$ cat src/rtl/fire_codec_arbiter.sv
// Two-requester round-robin front end for a shared encode/decode codec.
// One job is in flight at a time: IDLE grants a requester, RUN drives the
// codec until it reports done (or the cycle budget expires), and RESP
// returns a one-cycle result pulse to the requester that owned the job.
module fire_codec_arbiter #(
    parameter int N       = 64,
    parameter int K       = 40,
    parameter int TIMEOUT = 200
) (
    input  logic         clk,
    input  logic         rst,
    input  logic         s0_valid,
    input  logic         s0_op,
    input  logic [N-1:0] s0_data,
    output logic         s0_ready,
    input  logic         s1_valid,
    input  logic         s1_op,
    input  logic [N-1:0] s1_data,
    output logic         s1_ready,
    output logic         r0_valid,
    output logic [N-1:0] r0_data,
    output logic         r0_timeout,
    output logic         r1_valid,
    output logic [N-1:0] r1_data,
    output logic         r1_timeout,
    output logic [2:0]   codec_mode,
    output logic [N-1:0] codec_data_in,
    input  logic [N-1:0] codec_data_out,
    input  logic         codec_done,
    output logic         busy
);

    localparam int             CW        = (TIMEOUT > 1) ? $clog2(TIMEOUT) : 1;
    localparam logic [CW-1:0]  CNT_LAST  = CW'(TIMEOUT - 1);
    localparam logic [2:0]     MODE_IDLE = 3'b000;
    localparam logic [2:0]     MODE_ENC  = 3'b001;
    localparam logic [2:0]     MODE_DEC  = 3'b010;

    typedef enum logic [1:0] {ST_IDLE, ST_RUN, ST_RESP} state_t;

    state_t          state_reg;
    logic [CW-1:0]   cnt_reg;
    logic            op_reg;
    logic            id_reg;
    logic            prio_reg;      // 1 = requester 1 wins the next tie
    logic            busy_reg;
    logic [2:0]      mode_reg;
    logic [N-1:0]    cin_reg;
    logic [1:0]      r_valid_reg;
    logic [1:0]      r_timeout_reg;
    logic [N-1:0]    r_data_reg [2];

    logic            grant0;
    logic            grant1;
    logic            sel_op;
    logic [N-1:0]    sel_data;
    logic [N-1:0]    sel_operand;
    logic [N-1:0]    result_next;

    // Round-robin grant, only offered in IDLE and never while reset is held
    always_comb begin
        grant0 = 1'b0;
        grant1 = 1'b0;
        if (!rst && state_reg == ST_IDLE) begin
            if (s1_valid && (!s0_valid || prio_reg))
                grant1 = 1'b1;
            else if (s0_valid)
                grant0 = 1'b1;
        end
    end

    // Operand selection at grant time and result shaping at codec completion
    always_comb begin
        sel_op      = grant1 ? s1_op   : s0_op;
        sel_data    = grant1 ? s1_data : s0_data;
        sel_operand = sel_op ? sel_data : {{(N-K){1'b0}}, sel_data[K-1:0]};
        result_next = op_reg ? {{(N-K){1'b0}}, codec_data_out[K-1:0]} : codec_data_out;
    end

    // Job FSM with all externally visible state registered
    always_ff @(posedge clk or posedge rst) begin
        if (rst) begin
            state_reg     <= ST_IDLE;
            cnt_reg       <= '0;
            op_reg        <= 1'b0;
            id_reg        <= 1'b0;
            prio_reg      <= 1'b0;
            busy_reg      <= 1'b0;
            mode_reg      <= MODE_IDLE;
            cin_reg       <= '0;
            r_valid_reg   <= '0;
            r_timeout_reg <= '0;
            r_data_reg[0] <= '0;
            r_data_reg[1] <= '0;
        end else begin
            case (state_reg)
                ST_IDLE: begin
                    if (grant0 || grant1) begin
                        state_reg <= ST_RUN;
                        busy_reg  <= 1'b1;
                        cnt_reg   <= '0;
                        op_reg    <= sel_op;
                        id_reg    <= grant1;
                        prio_reg  <= grant0;
                        mode_reg  <= sel_op ? MODE_DEC : MODE_ENC;
                        cin_reg   <= sel_operand;
                    end
                end
                ST_RUN: begin
                    // A done on the final budget cycle still counts as a normal result
                    if (codec_done) begin
                        state_reg             <= ST_RESP;
                        mode_reg              <= MODE_IDLE;
                        r_valid_reg[id_reg]   <= 1'b1;
                        r_data_reg[id_reg]    <= result_next;
                        r_timeout_reg[id_reg] <= 1'b0;
                    end else if (cnt_reg == CNT_LAST) begin
                        state_reg             <= ST_RESP;
                        mode_reg              <= MODE_IDLE;
                        r_valid_reg[id_reg]   <= 1'b1;
                        r_data_reg[id_reg]    <= '0;
                        r_timeout_reg[id_reg] <= 1'b1;
                    end else begin
                        cnt_reg <= cnt_reg + 1'b1;
                    end
                end
                ST_RESP: begin
                    state_reg   <= ST_IDLE;
                    busy_reg    <= 1'b0;
                    r_valid_reg <= '0;
                end
                default: begin
                    state_reg <= ST_IDLE;
                    busy_reg  <= 1'b0;
                    mode_reg  <= MODE_IDLE;
                end
            endcase
        end
    end

    assign s0_ready      = grant0;
    assign s1_ready      = grant1;
    assign r0_valid      = r_valid_reg[0];
    assign r1_valid      = r_valid_reg[1];
    assign r0_timeout    = r_timeout_reg[0];
    assign r1_timeout    = r_timeout_reg[1];
    assign r0_data       = r_data_reg[0];
    assign r1_data       = r_data_reg[1];
    assign codec_mode    = mode_reg;
    assign codec_data_in = cin_reg;
    assign busy          = busy_reg;

endmodule

$ cat config.mk
export PLATFORM = sky130hd
export DESIGN_NAME = fire_codec_arbiter
export DESIGN_NICKNAME = d
export VERILOG_FILES = /design/src/rtl/fire_codec_arbiter.sv
export SDC_FILE = /design/constraint.sdc
export NUM_CORES = 1
export LEC_CHECK = 0
export CORE_MARGIN = 8
export CORE_UTILIZATION = 38
export CTS_BUF_LIST = sky130_fd_sc_hd__clkbuf_8
export DETAILED_ROUTE_END_ITERATION = 6
export GPL_ROUTABILITY_DRIVEN = 0
export GPL_TIMING_DRIVEN = 1
export PLACE_DENSITY = 0.75
export SYNTH_ARGS = -nofsm -noshare
export SYNTH_HDL_FRONTEND = slang
export SYNTH_SLANG_ARGS = --single-unit
$ cat constraint.sdc
create_clock -name clk -period 7.7 [get_ports clk]
set_input_delay 2.31 -clock clk [delete_from_list [all_inputs] [get_ports clk]]
set_output_delay 2.31 -clock clk [all_outputs]
set_load 0.02 [all_outputs]
==> impl_metrics.prom <==
# TYPE chip_impl_metric gauge
chip_impl_metric{name="syn_area",unit="sq um"} 8580
chip_impl_metric{name="die_y",unit="um"} 166
chip_impl_metric{name="path_max_fanout",unit=""} 9
chip_impl_metric{name="clock_skew",unit="ns"} 0.0375
chip_impl_metric{name="die_width",unit="um"} 166
chip_impl_info{name="critical_path.cell_chain",value="clkdlybuf4s50_1 > nor3_4 > nand3_4 > inv_1 > clkdlybuf4s50_1"} 1
chip_impl_metric{name="fillers",unit=""} 1893
chip_impl_metric{name="drt-total-wl",unit="mm"} 29.7
chip_impl_metric{name="coreArea",unit="sq um"} 22400
chip_impl_metric{name="drc",unit=""} 0
chip_impl_info{name="worst_r2r_endpoint",value="r0_data[24]"} 1
chip_impl_metric{name="clock_sinks",unit=""} 212
chip_impl_metric{name="final.setup.tns",unit="ns"} 0
chip_impl_metric{name="hold_depth",unit=""} 2
chip_impl_metric{name="synthToLayoutAreaGrowth",unit="%"} 56.4
chip_impl_metric{name="final-max-slew-violation-count",unit=""} 0
chip_impl_metric{name="tightestPinTransition",unit="ns"} 1.09
chip_impl_metric{name="ctsHoldBuffers",unit=""} 0
chip_impl_metric{name="floorplan.initialDensity",unit="%"} 38.2
chip_impl_metric{name="synthArstFlopShare",unit="%"} 100
chip_impl_metric{name="timing.reg2reg.worst_path_depth",unit=""} 5
chip_impl_metric{name="synth-edff-count",unit=""} 0
chip_impl_metric{name="achievable-frequency",unit="MHz"} 155
chip_impl_metric{name="power.ir.vdd_worst",unit="mV"} 0.139
chip_impl_metric{name="cpPeakStageDelay",unit="ns"} 0.61
chip_impl_metric{name="post_cts_resized",unit=""} 0
chip_impl_info{name="worstHoldPathType",value="flop to flop"} 1
chip_impl_metric{name="required",unit="ns"} 5.39
chip_impl_metric{name="final_min_period_over_clock_period",unit="%"} 83.5
chip_impl_info{name="worst_path_most_repeated_cell",value="sky130_fd_sc_hd__clkdlybuf4s50_1"} 1
chip_impl_metric{name="worst-endpoint-arrival",unit="ns"} 4.12
chip_impl_metric{name="grt_antenna_before_repair",unit=""} 4
chip_impl_metric{name="number_of_synthesized_register_bits",unit=""} 212
chip_impl_metric{name="detail_route.first_pass.iterations",unit=""} 4
chip_impl_info{name="yosys_most_used_dff",value="sky130_fd_sc_hd__dfrtp_1"} 1
chip_impl_metric{name="timing.max_cap.violations",unit=""} 0
chip_impl_metric{name="num_vias",unit=""} 7184
chip_impl_info{name="cts_root_buf",value="sky130_fd_sc_hd__clkbuf_8"} 1
chip_impl_metric{name="clock_period_minus_worst_slack",unit="ns"} 6.43
chip_impl_metric{name="power_frac_comb",unit="%"} 45.1
chip_impl_metric{name="number_of_distinct_library_cells_after_synthesis",unit=""} 38
chip_impl_info{name="r2r-start",value="state_reg[0]"} 1
chip_impl_metric{name="place.detailed.instances",unit=""} 1330
chip_impl_metric{name="placement_row_count",unit=""} 55
chip_impl_metric{name="dieArea",unit="sq um"} 27600
chip_impl_metric{name="vias_per_cell",unit=""} 5.14
chip_impl_info{name="rsz0062_at_grt",value="false"} 1
chip_impl_metric{name="yosysWarnings",unit=""} 0
chip_impl_metric{name="io_pins",unit=""} 401
chip_impl_metric{name="switching_share",unit="%"} 36.8
chip_impl_metric{name="final_core_util",unit="%"} 59.8
chip_impl_metric{name="final_layout_size_suffix_gt1_share",unit="%"} 5.87
chip_impl_metric{name="cts.path.max_buffers",unit=""} 3
chip_impl_info{name="critPathTopFamily",value="buffers and inverters"} 1
chip_impl_metric{name="synthesis.nets",unit=""} 892
chip_impl_metric{name="buffer_ports.inserted",unit=""} 399
chip_impl_metric{name="global_route.usage.total",unit="%"} 21.1
chip_impl_metric{name="wl_per_cell",unit="um"} 21.3
chip_impl_info{name="synth.area.top_cells",value="sky130_fd_sc_hd__dfrtp_1, sky130_fd_sc_hd__a22o_1, sky130_fd_sc_hd__mux2i_1"} 1
chip_impl_metric{name="power_frac_seq",unit="%"} 36.0
chip_impl_metric{name="yosys.area.top_type_share",unit="%"} 61.8
chip_impl_metric{name="dp_hpwl",unit="mm"} 21.1
chip_impl_info{name="tritoncts",value="done"} 1
chip_impl_info{name="slowest_library_cell_on_the_worst_path",value="sky130_fd_sc_hd__clkdlybuf4s50_1"} 1
chip_impl_metric{name="pwr_density_cell",unit="nW/um^2"} 386
chip_impl_metric{name="layoutNonFillerInstCount",unit=""} 1397
chip_impl_info{name="status",value="finished, final reports clean"} 1
chip_impl_metric{name="post_cts_buffers",unit=""} 0
chip_impl_metric{name="postSynthCellCount",unit=""} 692
chip_impl_metric{name="vias_in_the_first_global_route",unit=""} 7887
chip_impl_metric{name="synth_sequential_area_ratio",unit="%"} 61.8
chip_impl_info{name="crit_path_start_kind",value="primary input"} 1
chip_impl_metric{name="worst_slew_margin_relative_to_its_limit",unit="%"} 26.8
chip_impl_info{name="crit_type",value="primary input to output pin"} 1
chip_impl_info{name="worstSetupEndpointType",value="output pin"} 1
chip_impl_metric{name="timing.final.setup_violations",unit=""} 0
chip_impl_metric{name="drt_first_iter_violations",unit=""} 431
chip_impl_metric{name="grt_max_degree",unit=""} 175
chip_impl_metric{name="grt.overflow.total",unit=""} 0
chip_impl_metric{name="cts_inserted_buffers",unit=""} 39
chip_impl_metric{name="clock_latency",unit="ns"} 0.53
chip_impl_info{name="worst_hold_startpoint",value="codec_data_in[53]"} 1
chip_impl_metric{name="count_of_nets_after_finishing",unit=""} 1286
chip_impl_metric{name="p_switching",unit="mW"} 1.91
chip_impl_metric{name="cellInternalPower",unit="mW"} 3.27
chip_impl_metric{name="grt_first_pass_wirelength",unit="mm"} 46.6
chip_impl_metric{name="ant_nets",unit=""} 0
chip_impl_metric{name="worst-path-buf-inv",unit=""} 3
chip_impl_metric{name="clkSlewWorstSetupHoldPaths",unit="ns"} 0.05
chip_impl_metric{name="h-tree-depth",unit=""} 2
chip_impl_metric{name="timing.final.hold_violations",unit=""} 0
chip_impl_metric{name="clock_power_share",unit="%"} 18.9
chip_impl_metric{name="synthesized_area_divided_by_synthesized_cell_count",unit="sq um"} 12.4
chip_impl_metric{name="p_leak",unit="nW"} 6.22
chip_impl_metric{name="register_to_register_path_setup_slack",unit="ns"} 5.02
chip_impl_info{name="min_delay_worst_endpoint",value="codec_data_in[53]"} 1
chip_impl_info{name="post-synth-top-area-cell",value="sky130_fd_sc_hd__dfrtp_1"} 1
[synth_stat cells (all sizes together) (3+ instances only)]
cell type and n:
dfrtp 212, a22o 82, nand2 79, o21ai 70, mux2i 65, o2bb2ai 48
buf 35, nand2b 27, clkbuf 18, nor2 10, a21oi 6, nand3 5
inv 4, a21o 3, a31oi 3, and2 3
[tightest hold or removal path, delay by kind of cell, from the launching register on]
kind | cells | cell delay (ns)
flip-flops | 1 | 0.34
AO/OA/AOI/OAI | 1 | 0.06
AND/OR/NAND/NOR | 1 | 0.05
[cells by family after synthesis]
group | count (synthesis) | synth area share, %
compound gates | 215 | 18.5
simple gates | 138 | 7.68
buf+inv | 57 | 3.88
xor+xnor | 3 | 0.306
mux | 65 | 7.58
other cells | 1 | 0.0437
flops | 212 | 61.8
fa+ha+maj | 1 | 0.146
[layout make-up]
cell class	count	area (sq um)	share of cell area (%)
Multi-Input combinational cell	423	2970	22.1
Antenna cell	4	10.0	0.0746
Tap cell	285	357	2.66
Timing Repair Buffer	406	4060	30.2
Clock inverter	18	82.6	0.615
Sequential cell	212	5310	39.5
Clock buffer	45	619	4.61
Inverter	4	18.8	0.140
[layer usage]
metal / global-route usage (%) / part of all wire (%) / vias up
li1: - / - / 3299
met3: 8.94 / 9.8 / 53
met5: 0 / 0 / -
met1: 24.3 / 39 / 3518
met4: 7.79 / 2.7 / 0
met2: 34.6 / 48 / 314
[through the flow]
| step | cell area [sq um] | power [mW] | hold slack [ns] | setup slack, ns |
|---|---|---|---|---|
| 2_1_floorplan | 8580 | 2.96 | 0.458 | 2.26 |
| 3_3_place_gp | 12700 | 4.19 | 0.460 | 1.28 |
| 3_5_place_dp | 12700 | 4.23 | 0.469 | 1.25 |
| 4_1_cts | 13400 | 5.25 | 0.480 | 1.24 |
| 5_1_grt | 13400 | 5.46 | 0.494 | 1.17 |
| 6_report | 13400 | 5.18 | 0.475 | 1.27 |
[power groups by stage]
stage,clock network [mW],registers (mW),logic [mW]
after global placement,0,1.86,2.33
after detailed placement,0,1.87,2.36
after CTS,1.01,1.86,2.37
after floorplan,0,2.39,0.571
final,0.978,1.86,2.34
after global routing,1.06,1.93,2.47
[how the worst max path moves through the flow]
stage | from | end | slack [ns] | cells after the start
2_1_floorplan | rst | s1_ready | 2.26 | 5
3_3_place_gp | rst | s1_ready | 1.28 | 5
3_5_place_dp | rst | s1_ready | 1.25 | 5
4_1_cts | rst | s1_ready | 1.24 | 5
5_1_grt | rst | s1_ready | 1.17 | 5
6_report | rst | s1_ready | 1.27 | 5
[placed cells by master, fill, tap and decap left out, types with 2 or more instances in the layout]
master and instances:
sky130_fd_sc_hd__a21o_1 3, sky130_fd_sc_hd__a21oi_1 6, sky130_fd_sc_hd__a22o_1 82, sky130_fd_sc_hd__a31oi_1 3, sky130_fd_sc_hd__and2_1 3, sky130_fd_sc_hd__and3_1 2
sky130_fd_sc_hd__buf_4 6, sky130_fd_sc_hd__clkbuf_8 45, sky130_fd_sc_hd__clkdlybuf4s50_1 399, sky130_fd_sc_hd__clkinv_2 2, sky130_fd_sc_hd__clkinvlp_4 3, sky130_fd_sc_hd__dfrtp_1 212
sky130_fd_sc_hd__diode_2 4, sky130_fd_sc_hd__inv_1 16, sky130_fd_sc_hd__mux2i_1 65, sky130_fd_sc_hd__nand2_1 77, sky130_fd_sc_hd__nand2_2 2, sky130_fd_sc_hd__nand2b_1 27
sky130_fd_sc_hd__nand3_1 4, sky130_fd_sc_hd__nor2_1 9, sky130_fd_sc_hd__nor2b_1 2, sky130_fd_sc_hd__nor3b_1 2, sky130_fd_sc_hd__o21ai_0 41, sky130_fd_sc_hd__o21ai_1 28
sky130_fd_sc_hd__o2bb2ai_1 48, sky130_fd_sc_hd__xor2_1 2
(Power assumes the default switching activity.)
